## config.mk

```make
export PLATFORM = sky130hd
export DESIGN_NAME = pipe_ctrl
export DESIGN_NICKNAME = d
export VERILOG_FILES = /design/src/rtl/pipe_ctrl.sv
export SDC_FILE = /design/constraint.sdc
export NUM_CORES = 1
export LEC_CHECK = 0
export ABC_AREA = 1
export CORE_AREA = 5 5 42 44
export DETAILED_ROUTE_END_ITERATION = 7
export DIE_AREA = 0 0 47 49
export SLEW_MARGIN = 0
export SYNTH_ARGS = -nofsm -noshare
export SYNTH_HDL_FRONTEND = slang
export SYNTH_SLANG_ARGS = --single-unit
export TNS_END_PERCENT = 30
```

## constraint.sdc

```tcl
create_clock -name clk -period 1.15 [get_ports clk]
set_clock_uncertainty 0.1 [all_clocks]
set_input_delay 0.115 -clock clk [delete_from_list [all_inputs] [get_ports clk]]
set_output_delay 0.115 -clock clk [all_outputs]
set_load 0.02 [all_outputs]
```

## src/rtl/pipe_ctrl.sv

```systemverilog
// pipe_ctrl: pipeline hazard / flush / freeze controller.
// Generates the stage register write enables and bubble-insertion flushes
// from hazard-unit stall requests, branch mispredicts and data-memory waits.
// Optional feature macro: STALL_PERF_EN adds saturating stall_cycles and
// flush_count event counters (ports and logic absent when undefined).
module pipe_ctrl (
    input  logic        clk,
    input  logic        reset,
    input  logic [1:0]  hazard_stall,
    input  logic        br_flush,
    input  logic        mem_busy,
    output logic        pc_write,
    output logic        if_id_write,
    output logic        id_ex_write,
    output logic        ex_mem_write,
    output logic        if_id_flush,
    output logic        id_ex_flush,
`ifdef STALL_PERF_EN
    output logic        stall_active,
    output logic [31:0] stall_cycles,
    output logic [31:0] flush_count
`else
    output logic        stall_active
`endif
);

    typedef enum logic [1:0] {
        ST_RUN    = 2'd0,
        ST_STALL  = 2'd1,
        ST_FREEZE = 2'd2
    } state_t;

    // cnt_r holds the number of bubbles still owed, including the current
    // STALL cycle; saved_r remembers RUN/STALL while the pipe is frozen.
    state_t     state_r;
    state_t     saved_r;
    logic [1:0] cnt_r;
    logic       pend_r;

    state_t     state_nxt_s;
    state_t     saved_nxt_s;
    state_t     eff_state_s;
    logic [1:0] cnt_nxt_s;
    logic       pend_nxt_s;
    logic       flush_apply_s;

    // State, bubble count, saved state and pending flush registers.
    always_ff @(posedge clk or posedge reset) begin
        if (reset) begin
            state_r <= ST_RUN;
            saved_r <= ST_RUN;
            cnt_r   <= 2'd0;
            pend_r  <= 1'b0;
        end else begin
            state_r <= state_nxt_s;
            saved_r <= saved_nxt_s;
            cnt_r   <= cnt_nxt_s;
            pend_r  <= pend_nxt_s;
        end
    end

    // Next-state and output decode, priority: memory wait, flush, stall, new hazard.
    always_comb begin
        state_nxt_s   = state_r;
        saved_nxt_s   = saved_r;
        cnt_nxt_s     = cnt_r;
        pend_nxt_s    = pend_r;
        flush_apply_s = 1'b0;
        pc_write      = 1'b1;
        if_id_write   = 1'b1;
        id_ex_write   = 1'b1;
        ex_mem_write  = 1'b1;
        if_id_flush   = 1'b0;
        id_ex_flush   = 1'b0;
        stall_active  = 1'b0;
        eff_state_s   = (state_r == ST_FREEZE) ? saved_r : state_r;

        if (reset) begin
            // Idle outputs while reset is held, regardless of requests.
            state_nxt_s = ST_RUN;
        end else if (mem_busy) begin
            pc_write     = 1'b0;
            if_id_write  = 1'b0;
            id_ex_write  = 1'b0;
            ex_mem_write = 1'b0;
            state_nxt_s  = ST_FREEZE;
            pend_nxt_s   = pend_r | br_flush;
            if (state_r != ST_FREEZE) begin
                saved_nxt_s = state_r;
            end else begin
                saved_nxt_s = saved_r;
            end
        end else if (br_flush || pend_r) begin
            // Wrong-path squash; any owed bubbles are cancelled.
            if_id_flush   = 1'b1;
            id_ex_flush   = 1'b1;
            flush_apply_s = 1'b1;
            state_nxt_s   = ST_RUN;
            saved_nxt_s   = ST_RUN;
            cnt_nxt_s     = 2'd0;
            pend_nxt_s    = 1'b0;
        end else begin
            case (eff_state_s)
                ST_STALL: begin
                    pc_write     = 1'b0;
                    if_id_write  = 1'b0;
                    id_ex_flush  = 1'b1;
                    stall_active = 1'b1;
                    if (cnt_r > 2'd1) begin
                        state_nxt_s = ST_STALL;
                        cnt_nxt_s   = cnt_r - 2'd1;
                    end else begin
                        state_nxt_s = ST_RUN;
                        cnt_nxt_s   = 2'd0;
                    end
                end
                ST_RUN: begin
                    if (hazard_stall != 2'd0) begin
                        pc_write     = 1'b0;
                        if_id_write  = 1'b0;
                        id_ex_flush  = 1'b1;
                        stall_active = 1'b1;
                        if (hazard_stall == 2'd1) begin
                            state_nxt_s = ST_RUN;
                            cnt_nxt_s   = 2'd0;
                        end else begin
                            // Requests of 2 and 3 both owe one more bubble.
                            state_nxt_s = ST_STALL;
                            cnt_nxt_s   = 2'd1;
                        end
                    end else begin
                        state_nxt_s = ST_RUN;
                        cnt_nxt_s   = 2'd0;
                    end
                end
                default: begin
                    state_nxt_s = ST_RUN;
                    cnt_nxt_s   = 2'd0;
                end
            endcase
        end
    end

`ifdef STALL_PERF_EN
    logic [31:0] stall_cycles_r;
    logic [31:0] flush_count_r;

    // Saturating event counters for stall bubbles and applied flushes.
    always_ff @(posedge clk or posedge reset) begin
        if (reset) begin
            stall_cycles_r <= 32'd0;
            flush_count_r  <= 32'd0;
        end else begin
            if (stall_active && (stall_cycles_r != 32'hFFFF_FFFF)) begin
                stall_cycles_r <= stall_cycles_r + 32'd1;
            end else begin
                stall_cycles_r <= stall_cycles_r;
            end
            if (flush_apply_s && (flush_count_r != 32'hFFFF_FFFF)) begin
                flush_count_r <= flush_count_r + 32'd1;
            end else begin
                flush_count_r <= flush_count_r;
            end
        end
    end

    assign stall_cycles = stall_cycles_r;
    assign flush_count  = flush_count_r;
`endif

endmodule

```

==> impl_metrics.py, run 1 <==
metrics = {
    "detailed_routing": {
        "dr.pass1.iters": 4,
        "avgViaCountPerCell": 4.470,
        "drt_iter0_markers": 4,
        "via_count": 447,
        "wire_per_inst_um": 11.45,
        "drc": 0,
        "drt-total-wl_mm": 1.145,
        "antenna_left": 0,
    },
    "clocking": {
        "cts-htree-levels": 1,
        "root_buffer": "clkbuf_4",
        "clk_pin_slew_ps": 60,
        "clock_latency_ps": 260,
        "cts_tree": "done",
        "cts_buffers": 3,
        "clockBufferDepth": 2,
        "cts_sinks": 7,
    },
    "power_and_ir_drop": {
        "peakVddDrop_uv": 662.4,
        "power_density_nw_per_um2": 978.2,
        "leakage_nw": 0.3564,
    },
    "timing": {
        "rsz0062_at_grt": "true",
        "clock.fmax_mhz": 647.9,
        "slew_headroom_pct": 74.99,
        "setup_slack_ps": -393.4,
        "drv_slew": 0,
        "timing.final.crit_share_pct": 134.2,
        "fin_setup_tns_ps": -1777,
        "setup_viol": 6,
        "hold_viol_final": 0,
        "finalWorstPathRequiredPeriod_ps": 1543,
        "worst_pin_slew_ps": 375.2,
    },
    "floorplanning": {
        "die_h_um": 49,
        "die_width_um": 47,
        "ioPinCount": 13,
        "start_util_pct": 28.93,
        "dieArea_um2": 2303,
        "core_area_um2": 1401,
        "core.rowCount": 14,
    },
    "setup_path": {
        "endpoint_kind": "output port",
        "cp-startpoint": "state_r[1]",
        "critPathKind": "register to output port",
        "worstPathRequired_ps": 940,
        "crit_path_start_kind": "register",
        "r2r-start": "saved_r[1]",
        "worstPathArrival_ps": 1330,
        "crit_fanout": 4,
    },
    "layout": {
        "fin_cells": 100,
        "antenna_cells": 0,
        "final_util_pct": 49.11,
        "drive_gt1_share_pct": 50.00,
        "nNetsFinal": 91,
        "areaGrowthSynthToFinish_pct": 69.75,
        "fill_cells": 148,
    },
    "synth": {
        "syn_area_per_cell_um2": 7.371,
        "syn_inst": 55,
        "yosysUniqueCellTypes": 16,
        "ys_warn_count": 0,
        "syn_nets": 61,
        "ys_seq_area_share_pct": 43.21,
        "synth-seq-cells": 7,
        "netlist_area_um2": 405.4,
    },
    "placed_design": {
        "dp_cells": 93,
        "dp_hpwl_um": 826.5,
        "post-place-ws_ps": -760.5,
        "place_congestion": 0.8543,
        "port-buffer-count": 12,
    },
    "global_routing": {
        "grt_pass1_vias": 481,
        "busiest_layer": "met2",
        "grt_first_pass_wirelength_mm": 1.904,
        "use_met3_pct": 7.011,
        "grt_start_max_net_pins": 8,
        "antenna_found_initial": 0,
        "grt_usage_pct": 11.98,
        "grtUsageMet2_pct": 19.91,
        "global_route.usage.met1_pct": 10.76,
        "grt-ovfl-total": 0,
    },
    "flow_run": {
        "max_cap_violations": 0,
    },
    "run_status": {
        "status": "complete, but fails checks",
        "violations": "setup timing",
    },
    "min_path": {
        "hold_start": "mem_busy",
        "hold_path_class": "input pin to register",
    },
}
==> what timing repair did <==
action                                  CTS  global route
setup buffers                             2             0
hold buffers                              1             0
resized for setup                        42            11
endpoints found under the setup margin   10            10
endpoints found under the hold margin     7             0
pin swaps                                 6             4
==> kinds of logic after synthesis <==
| family | after synthesis | share of synthesized area, % |
|---|---|---|
| AO/OA/AOI/OAI | 9 | 12.04 |
| flip-flops | 7 | 43.21 |
| buffers and inverters | 10 | 11.11 |
| AND/OR/NAND/NOR | 29 | 33.64 |
==> state kept, by name (all words and copies together), names as in the netlist <==
register  count
cnt_r         2
saved_r       2
state_r       2
pend_r        1
==> cells in the mapped netlist <==
| cell | count | share of area, % |
|---|---|---|
| nand2_1 | 14 | 13 |
| dfrtp_1 | 7 | 43 |
| inv_1 | 6 | 5.6 |
| nor2_1 | 6 | 5.6 |
| o21ai_0 | 4 | 4.9 |
| a21oi_1 | 3 | 3.7 |
| nand3_1 | 3 | 3.7 |
| buf_4 | 2 | 3.7 |
| inv_2 | 2 | 1.9 |
| nand2_2 | 2 | 3.1 |
| nand3_2 | 1 | 2.5 |
| nand4_1 | 1 | 1.5 |
| nor2_2 | 1 | 1.5 |
| nor2_4 | 1 | 2.8 |
| o21ai_1 | 1 | 1.2 |
| o21ai_2 | 1 | 2.2 |
==> path summary, 6_finish.rpt <==
path,to,cells after the start,slack [ps]
min in group asynchronous,saved_r[1],4,210
worst min register to register,cnt_r[0],2,410
worst min-delay path,state_r[1],3,20
worst max register to register,cnt_r[0],7,-100
max in group asynchronous,state_r[1],4,450
worst max-delay path,pc_write,8,-390
==> routing by layer <==
metal,wire [um],up-vias
li1,-,232
met5,0,-
met2,650,8
met4,21,0
met3,55,5
met1,417,202
==> per-stage QoR <==
step | cell area [um2] | power [mW] | hold WS [ps]
final | 688.2 | 0.6732 | 22.48
after global routing | 688.2 | 0.7207 | 26.71
after CTS | 678.2 | 0.6750 | 99.42
after detailed placement | 620.6 | 0.4311 | 393.4
after global placement | 620.6 | 0.4295 | 385.8
after floorplan | 409.1 | 0.3500 | -149.1
==> report_power, final <==
group / internal, mW / total (mW) / switching, mW
logic: 0.0806 / 0.166 / 0.0856
clock network: 0.133 / 0.237 / 0.103
registers: 0.258 / 0.270 / 0.0120
==> area by class of cell <==
| type | count | area [um2] | area share (%) |
|---|---|---|---|
| inverters | 8 | 30.03 | 4.364 |
| repair buffers | 27 | 220.2 | 32.00 |
| clock buffers | 4 | 26.28 | 3.818 |
| flip-flops and latches | 7 | 176.4 | 25.64 |
| multi-input cells | 38 | 215.2 | 31.27 |
| well taps | 16 | 20.02 | 2.909 |
==> layout by cell type, fill, tap and decap left out, drive strengths merged <==
cell	count
nand4	1
clkbuf	5
clkdlybuf4s50	3
nor2	8
nand3	4
dfrtp	7
nand2	16
a21oi	3
inv	8
buf	21
dlygate4sd2	1
o21ai	6
dlymetal6s4s	1
==> critical path, cell delays in order (launching register included) <==
cell	delay [ps]
dfrtp_2	420
nand2_2	80
nand2_2	80
inv_2	40
nand2_2	50
nand2_2	60
o21ai_2	150
inv_2	60
buf_6	120
Note: power is estimated with default switching activity, not from simulation.
==> inputs of run 2 (changes only) <==
Settings changed: CTS_CLUSTER_DIAMETER set to 120, PLACE_DENSITY set to 0.58, REMOVE_ABC_BUFFERS set to 1.
==> run 2 against run 1 <==
Worst hold slack improved by 120 ps. Setup slack improved by 40 ps. Sequential power barely moved. Largest power group unchanged. Largest cell class unchanged. Clock-buffer cell count did not move. Cell count rose by 2.0%. Via count fell by 0.89%. The flow still finishes with violations (setup timing). Global-route usage fell by 1.9 points. Critical path depth fell by 3. First-iteration DRC count fell by 50%.
==> impl_metrics.py, run 2 (same netlist as run 1, synthesis figures left out) <==
metrics = {
    "detailed_routing": {
        "avgViaCountPerCell": 4.343,
        "wire_per_inst_um": 9.657,
        "drt-total-wl_um": 985,
        "drc": 0,
        "drt_iter0_markers": 2,
        "dr.pass1.iters": 4,
        "antenna_left": 0,
        "via_count": 443,
    },
    "placed_design": {
        "dp_cells": 98,
        "post-place-ws_ps": -728.5,
        "placed_area_um2": 658.1,
        "dp_hpwl_um": 801,
        "port-buffer-count": 12,
        "place_congestion": 0.7168,
    },
    "run_status": {
        "violations": "setup timing",
        "status": "complete, but fails checks",
    },
    "timing": {
        "drv_slew": 0,
        "fin_setup_tns_ps": -1863,
        "timing.final.crit_share_pct": 130.7,
        "setup_viol": 8,
        "hold_viol_final": 0,
        "setup_slack_ps": -353.5,
        "slew_headroom_pct": 86.36,
        "rsz0062_at_grt": "true",
        "worst_pin_slew_ps": 204.6,
        "finalWorstPathRequiredPeriod_ps": 1503,
        "clock.fmax_mhz": 665.1,
    },
    "clocking": {
        "clock_latency_ps": 250,
        "postCtsSetupBuffers": 0,
        "clk_pin_slew_ps": 60,
        "cts_tree": "done",
        "cts_hold_buf": 0,
        "clockBufferDepth": 2,
        "cts_buffers": 3,
        "cts-htree-levels": 1,
        "cts_sinks": 7,
        "root_buffer": "clkbuf_4",
    },
    "floorplanning": {
        "core.rowCount": 14,
        "ioPinCount": 13,
        "core_area_um2": 1401,
        "dieArea_um2": 2303,
        "die_width_um": 47,
        "start_util_pct": 28.93,
        "die_h_um": 49,
    },
    "setup_path": {
        "critPathKind": "register to output port",
        "cp-startpoint": "state_r[0]",
        "crit_fanout": 3,
        "cp_top_family": "flip-flops",
        "crit_path_start_kind": "register",
        "r2r-start": "state_r[0]",
        "crit_chain": "o21ai_2 -> nand2_2 -> o21ai_2 -> inv_2 -> buf_6",
        "slowest_delay_ps": 410,
        "worstPathArrival_ps": 1290,
        "cp_common_cell": "o21ai_2",
        "r2r_setup_slack_ps": -80,
        "endpoint_kind": "output port",
        "crit_buf_inv": 2,
        "worstPathRequired_ps": 940,
        "critPathSlowestCell": "dfrtp_1",
    },
    "layout": {
        "mostFrequentLayoutCell": "buf_4",
        "fin_area_um2": 704.4,
        "areaGrowthSynthToFinish_pct": 73.77,
        "top_regs": "cnt_r: 2 flops, saved_r: 2 flops, state_r: 2 flops",
        "drive_gt1_share_pct": 48.84,
        "fill_cells": 143,
        "antenna_cells": 0,
        "fin_cells": 102,
        "final_cell_mix": "buf_4, nand2_1, dfrtp_1",
        "nNetsFinal": 93,
    },
    "power_and_ir_drop": {
        "leakage_nw": 0.3621,
        "peakVddDrop_uv": 518.5,
        "switching_share_pct": 28.41,
        "pwr-share-seq_pct": 39.9,
        "power_density_nw_per_um2": 955.4,
        "combPwrFrac_pct": 26.2,
        "p_int_mw": 0.4818,
        "p_switching_mw": 0.1912,
        "power.share.clock_pct": 33.9,
        "total_power_mw": 0.6730,
    },
    "global_routing": {
        "grt_pass1_vias": 425,
        "antenna_found_initial": 0,
        "grt_start_max_net_pins": 11,
        "grt_usage_pct": 10.12,
        "grt-ovfl-total": 0,
        "grt_first_pass_wirelength_mm": 1.752,
    },
    "flow_run": {
        "max_cap_violations": 0,
    },
    "min_path": {
        "hold_path_class": "input pin to async pin",
    },
}
## run 2: path summary, 6_finish.rpt
check,endpoint,cells after the start
max in group asynchronous,cnt_r[0],3
min in group clk,state_r[1],4
max,pc_write,5
max reg2reg,cnt_r[0],6
min,pend_r,3
min reg2reg,cnt_r[0],2
## run 2: cell type report
cell class / count / area (um2) / share of cell area (%)
well taps: 16 / 20.02 / 2.842
multi-input cells: 38 / 205.2 / 29.13
repair buffers: 29 / 247.7 / 35.17
inverters: 8 / 30.03 / 4.263
flip-flops and latches: 7 / 175.2 / 24.87
clock buffers: 4 / 26.28 / 3.730
## run 2: repair_timing
action	4_1_cts	5_1_grt
pin swaps	3	4
cloned	0	0
gates resized for setup	35	12
setup endpoints to repair	10	12
## run 2: metrics by stage
stage	util, %	hold WS (ps)
CTS	48.13	143.3
detailed placement	46.96	395.6
floorplan	-	-149.1
finish	50.27	143.7
global route	50.27	187.5
global placement	46.96	386.0
## run 2: power by group through the flow
stage / clock network [mW] / registers [mW] / logic [mW]
global placement: 0 / 0.271 / 0.169
CTS: 0.238 / 0.268 / 0.162
finish: 0.228 / 0.268 / 0.176
detailed placement: 0 / 0.271 / 0.170
floorplan: 0 / 0.270 / 0.0703
global route: 0.249 / 0.269 / 0.193
## run 2: layer usage
layer | track usage (%) | part of all wire (%)
met2 | 14.71 | 48
met4 | 4.147 | 0
met5 | 0 | 0
met3 | 2.214 | 4.9
met1 | 14.06 | 47
## run 2: tightest hold or removal path, cell delays in order
cell and delay (ps):
clkdlybuf4s50_1 450, inv_1 110, buf_6 150
==> inputs of run 3 (changes only) <==
Settings changed: HOLD_SLACK_MARGIN set to 0.12.
==> results of run 3 <==
Final layout, timing and power as in run 2 (identical DEF).
